[src/rtl/axis_bit_serializer.sv]
// Byte-to-bit serializer: drains an AXI-Stream byte source into a one-bit-per-tick
// stream, prepending a sync word to each frame and aborting frames that run dry.
module axis_bit_serializer #(
  parameter int unsigned                 DATA_WIDTH    = 8,
  parameter int unsigned                 PREAMBLE_LEN  = 16,
  parameter logic [PREAMBLE_LEN-1:0]     PREAMBLE_WORD = 16'hEB90,
  parameter logic                        IDLE_BIT      = 1'b0
) (
  input  logic                  s_axis_aclk,
  input  logic                  s_axis_aresetn,
  input  logic [DATA_WIDTH-1:0] s_axis_tdata,
  input  logic                  s_axis_tvalid,
  output logic                  s_axis_tready,
  input  logic                  s_axis_tlast,
  input  logic                  s_axis_tuser,
  input  logic                  sym_tick,
  output logic                  tx_bit,
  output logic                  tx_bit_valid,
  output logic                  tx_sof,
  output logic                  tx_eof,
  output logic                  tx_underrun,
  output logic                  tx_drop
);

  localparam int unsigned MAX_LEN = (PREAMBLE_LEN > DATA_WIDTH) ? PREAMBLE_LEN : DATA_WIDTH;
  localparam int unsigned CNT_W   = (MAX_LEN > 1) ? $clog2(MAX_LEN) : 1;

  typedef enum logic [1:0] {
    ST_IDLE,
    ST_PREAMBLE,
    ST_DATA
  } state_t;

  state_t state, state_nxt;

  logic                    hold_valid;
  logic                    hold_user;
  logic                    hold_last;
  logic [DATA_WIDTH-1:0]   hold_data;

  logic [CNT_W-1:0]        cnt, cnt_nxt;
  logic [PREAMBLE_LEN-1:0] pre_sr, pre_sr_nxt;
  logic [DATA_WIDTH-1:0]   data_sr, data_sr_nxt;
  logic                    last_reg, last_nxt;
  logic                    consume;

  logic bit_nxt, valid_nxt, sof_nxt, eof_nxt, underrun_nxt, drop_nxt;

  assign s_axis_tready = !hold_valid;

  // Holding register: tready is low while full, so load and consume never coincide.
  always_ff @(posedge s_axis_aclk or negedge s_axis_aresetn) begin
    if (!s_axis_aresetn) begin
      hold_valid <= 1'b0;
      hold_user  <= 1'b0;
      hold_last  <= 1'b0;
      hold_data  <= '0;
    end else if (consume) begin
      hold_valid <= 1'b0;
    end else if (s_axis_tvalid && !hold_valid) begin
      hold_valid <= 1'b1;
      hold_user  <= s_axis_tuser;
      hold_last  <= s_axis_tlast;
      hold_data  <= s_axis_tdata;
    end
  end

  always_ff @(posedge s_axis_aclk or negedge s_axis_aresetn) begin
    if (!s_axis_aresetn) begin
      state        <= ST_IDLE;
      cnt          <= '0;
      pre_sr       <= '0;
      data_sr      <= '0;
      last_reg     <= 1'b0;
      tx_bit       <= IDLE_BIT;
      tx_bit_valid <= 1'b0;
      tx_sof       <= 1'b0;
      tx_eof       <= 1'b0;
      tx_underrun  <= 1'b0;
      tx_drop      <= 1'b0;
    end else begin
      state        <= state_nxt;
      cnt          <= cnt_nxt;
      pre_sr       <= pre_sr_nxt;
      data_sr      <= data_sr_nxt;
      last_reg     <= last_nxt;
      tx_bit       <= bit_nxt;
      tx_bit_valid <= valid_nxt;
      tx_sof       <= sof_nxt;
      tx_eof       <= eof_nxt;
      tx_underrun  <= underrun_nxt;
      tx_drop      <= drop_nxt;
    end
  end

  always_comb begin
    state_nxt = state;
    if (sym_tick) begin
      unique case (state)
        ST_IDLE: begin
          if (hold_valid && hold_user) state_nxt = ST_PREAMBLE;
        end
        ST_PREAMBLE: begin
          if (cnt == '0) state_nxt = ST_DATA;
        end
        ST_DATA: begin
          if ((cnt == '0) && (last_reg || !hold_valid)) state_nxt = ST_IDLE;
        end
        default: state_nxt = ST_IDLE;
      endcase
    end
  end

  // cnt holds the number of bits of the current field still to be presented.
  always_comb begin
    consume      = 1'b0;
    cnt_nxt      = cnt;
    pre_sr_nxt   = pre_sr;
    data_sr_nxt  = data_sr;
    last_nxt     = last_reg;
    bit_nxt      = tx_bit;
    valid_nxt    = tx_bit_valid;
    sof_nxt      = 1'b0;
    eof_nxt      = 1'b0;
    underrun_nxt = 1'b0;
    drop_nxt     = 1'b0;
    if (sym_tick) begin
      unique case (state)
        ST_IDLE: begin
          if (hold_valid) begin
            consume = 1'b1;
            if (hold_user) begin
              data_sr_nxt = hold_data;
              last_nxt    = hold_last;
              pre_sr_nxt  = PREAMBLE_WORD << 1;
              cnt_nxt     = CNT_W'(PREAMBLE_LEN - 1);
              bit_nxt     = PREAMBLE_WORD[PREAMBLE_LEN-1];
              valid_nxt   = 1'b1;
              sof_nxt     = 1'b1;
            end else begin
              drop_nxt = 1'b1;
            end
          end
        end
        ST_PREAMBLE: begin
          if (cnt != '0) begin
            cnt_nxt    = cnt - CNT_W'(1);
            bit_nxt    = pre_sr[PREAMBLE_LEN-1];
            pre_sr_nxt = pre_sr << 1;
          end else begin
            cnt_nxt     = CNT_W'(DATA_WIDTH - 1);
            bit_nxt     = data_sr[DATA_WIDTH-1];
            data_sr_nxt = data_sr << 1;
            eof_nxt     = (DATA_WIDTH == 1) && last_reg;
          end
        end
        ST_DATA: begin
          if (cnt != '0) begin
            cnt_nxt     = cnt - CNT_W'(1);
            bit_nxt     = data_sr[DATA_WIDTH-1];
            data_sr_nxt = data_sr << 1;
            eof_nxt     = (cnt == CNT_W'(1)) && last_reg;
          end else if (last_reg) begin
            bit_nxt   = IDLE_BIT;
            valid_nxt = 1'b0;
          end else if (hold_valid) begin
            // Continuation byte: its tuser flag is deliberately ignored.
            consume     = 1'b1;
            cnt_nxt     = CNT_W'(DATA_WIDTH - 1);
            bit_nxt     = hold_data[DATA_WIDTH-1];
            data_sr_nxt = hold_data << 1;
            last_nxt    = hold_last;
            eof_nxt     = (DATA_WIDTH == 1) && hold_last;
          end else begin
            bit_nxt      = IDLE_BIT;
            valid_nxt    = 1'b0;
            underrun_nxt = 1'b1;
          end
        end
        default: ;
      endcase
    end
  end

endmodule
[config.mk]
export PLATFORM = sky130hd
export DESIGN_NAME = axis_bit_serializer
export DESIGN_NICKNAME = d
export VERILOG_FILES = /design/src/rtl/axis_bit_serializer.sv
export SDC_FILE = /design/constraint.sdc
export NUM_CORES = 1
export LEC_CHECK = 0
export BUFFER_PORTS_ARGS = -buffer_cell sky130_fd_sc_hd__clkbuf_2
export CORE_ASPECT_RATIO = 0.5
export CORE_MARGIN = 1.5
export CORE_UTILIZATION = 63
export CTS_CLUSTER_DIAMETER = 40
export DETAILED_ROUTE_END_ITERATION = 8
export PLACE_DENSITY = 0.84
export SYNTH_ARGS = -nofsm -noshare
export SYNTH_HDL_FRONTEND = slang
export SYNTH_SLANG_ARGS = --single-unit
[constraint.sdc]
create_clock -name s_axis_aclk -period 6.45 [get_ports s_axis_aclk]
set_clock_uncertainty 0.15 [all_clocks]
set_input_delay 0.645 -clock s_axis_aclk [delete_from_list [all_inputs] [get_ports s_axis_aclk]]
set_output_delay 0.645 -clock s_axis_aclk [all_outputs]
set_load 0.005 [all_outputs]
==> reports/metrics.cfg <==
[grt]
grt_pass1_vias = 1542
antenna_found_initial = 0
met3_usage_pct = 6.90
grt_max_degree = 44
gr-max-usage-layer = met2
grt_use_met1_pct = 35.4
globalRouteOverflowTotal = 0
grt_pass1_wl_um = 7280
met2_usage_pct = 41.6
grtUsageTotal_pct = 25.9

[sta]
finalCritPeriodShare_pct = 40.7
hold_viol_final = 0
max_slew_margin_pct = 29.1
fmax_mhz = 381
worst_pin_slew_ps = 1060
setup_tns_ps = 0
rsz0062_at_grt = no
period_needed_ps = 2630
final-setup-viol-count = 0
final-max-slew-violation-count = 0

[worst_setup_path]
reg2regPathDepth = 6
worstPathMaxFanout = 18
required_ps = 6530
startpoint_type = flip-flop
crit_path_end_kind = flip-flop
arrival_ps = 2700
path_class = flip-flop to flip-flop

[clock_tree]
cts_root_buf = clkbuf_8
clkSinkCount = 43
numCtsBuffers = 5
cts_tree = yes
post_cts_resized = 0
clk_latency_ps = 300
cts_buffer_depth = 2
holdBufCountCts = 0
post_cts_buffers = 0
clkTransAtPathRegs_ps = 90
cts_max_level = 2

[finish]
post-route-util_pct = 76.2
reg_top3 = pre_sr (11), data_sr (8), hold_data (8)
antennaDiodeCount = 0
drive_gt1_share_pct = 24.9
top_register = pre_sr
syn2layout_area_growth_pct = 10.4
final_nets = 241
largest_register_ffs = 11
num-fill-cells = 198

[detailed_routing]
via_per_inst = 5.97
drt-wirelength-per-cell_um = 16.3
dr.pass1.iters = 4
finalWirelength_um = 4250
vias = 1558
drtAntennaViolNets = 0
first_iter_violations = 136
drc = 0

[pwr]
p_leak_uw = 0.00105
power-per-cell-area_nw_per_um2 = 509
max-vdd-ir-drop_mv = 0.284

[die]
die_area_sq_um = 3820
io_pins = 21
core_area_sq_um = 3140
initial_core_util_pct = 69.0
dieHeight_um = 44.4
die_x_um = 85.9
rows = 14

[logic_synthesis]
synth.area.top_cells = dfrtp_1 50%, mux2_2 9.9%, nor2_1 4.2%
synth-simple-area-share_pct = 14.7
synth_top_area_share_pct = 49.7
syn_avg_cell_area_sq_um = 10.7
netlist-cell-type-count = 42
synth_edf_count = 0
synth_area_leader_cell = dfrtp_1
synth_cells = 202
synth_common_cells = 43 x dfrtp_1, 24 x nor2_1, 19 x mux2_2, 13 x inv_1, 12 x nand3_1
synth_top_family_by_area = compound AO/OA/AOI/OAI gates
netlist_area_sq_um = 2160
async_reset_ff_share_pct = 100
synth_warnings = 0
synth_ff_type = dfrtp_1
muxShareOfSynthArea_pct = 9.89
synth_seq_cells = 43
synth-xor-area-share_pct = 0
synthAdderAreaFrac_pct = 4.05
synthesis.nets = 223
synth.yosys.seq_area_share_pct = 49.7
synth.most_common_cell = dfrtp_1
synth_compound_area_share_pct = 17.1

[min_path]
hold_path_depth = 1
min_path_type = flip-flop to flip-flop

[placement]
gp_congestion = 0.796
numPortBuffers = 20
hpwl_um = 2970

[run_status]
status = finished clean

[flow_run]
maxCapViolCount = 0

cells by family after synthesis:
logic type,count (synthesis)
simple gates,63
compound gates,47
flops,43
buf+inv,23
mux,19
fa+ha+maj,7
per-layer routing:
metal  up-vias  wire length (um)
met4         0                56
met1       763              2120
met3         8               173
met5         -                 0
met2        39              1910
li1        748                 -
report_power, final:
group	leakage [uW]	switching [uW]	internal (uW)	total [uW]
registers	0.000510	91.4	383	474
logic	0.000482	285	239	523
clock network	0.0000587	101	117	218
area by class of cell:
cell class,count,area (sq um),share of cell area [%]
multi-input combinational,136,990,41.4
tap,40,50.0,2.10
inverter,13,48.8,2.04
sequential,43,1080,45.0
clock inverter,3,47.5,1.99
timing repair buffer,21,108,4.50
clock buffer,5,68.8,2.88
per-stage QoR:
| step | hold WS, ps | power (uW) | setup slack (ps) | std cells | instance area, sq um |
|---|---|---|---|---|---|
| floorplan | 199 | 874 | 4310 | 202 | 2160 |
| global placement | 315 | 959 | 3960 | 253 | 2270 |
| detailed placement | 325 | 995 | 3850 | 253 | 2270 |
| CTS | 340 | 1220 | 3840 | 261 | 2390 |
| global route | 369 | 1300 | 3590 | 261 | 2390 |
| finish | 339 | 1220 | 3820 | 261 | 2390 |
layout by cell type, fill, tap and decap left out, types with 2 or more instances in the layout:
master,instances
nor3_1,2
a31oi_1,6
nor2b_1,3
inv_1,13
a21o_1,2
o2bb2ai_1,7
a21boi_0,7
o21ai_0,10
nand2_1,10
clkbuf_8,5
mux2_2,19
nand2b_1,3
nor2_1,24
nand3_1,12
dfrtp_1,43
ha_1,7
clkbuf_2,20
path summary, 6_finish.rpt:
kind                                        from                     to  slack (ps)
setup / recovery            state[1]$_DFFE_PN0P_  pre_sr[8]$_DFFE_PN0P_        3820
hold / removal             hold_user$_DFFE_PN0P_      tx_drop$_DFF_PN0_         340
setup reg to reg            state[1]$_DFFE_PN0P_  pre_sr[8]$_DFFE_PN0P_        3820
hold reg to reg            hold_user$_DFFE_PN0P_      tx_drop$_DFF_PN0_         340
max in group asynchronous         s_axis_aresetn     cnt[3]$_DFFE_PN0P_        5130
min in group asynchronous         s_axis_aresetn       tx_eof$_DFF_PN0_         370
worst max-delay path, cell delays in order, from the launching register on:
cell and delay [ps]:
dfrtp_1 420, inv_1 120, ha_1 610, nor2_1 190, a2111oi_4 770, nor2_1 120
a31oi_1 180
No activity file was read; power rests on OpenSTA's default activity.
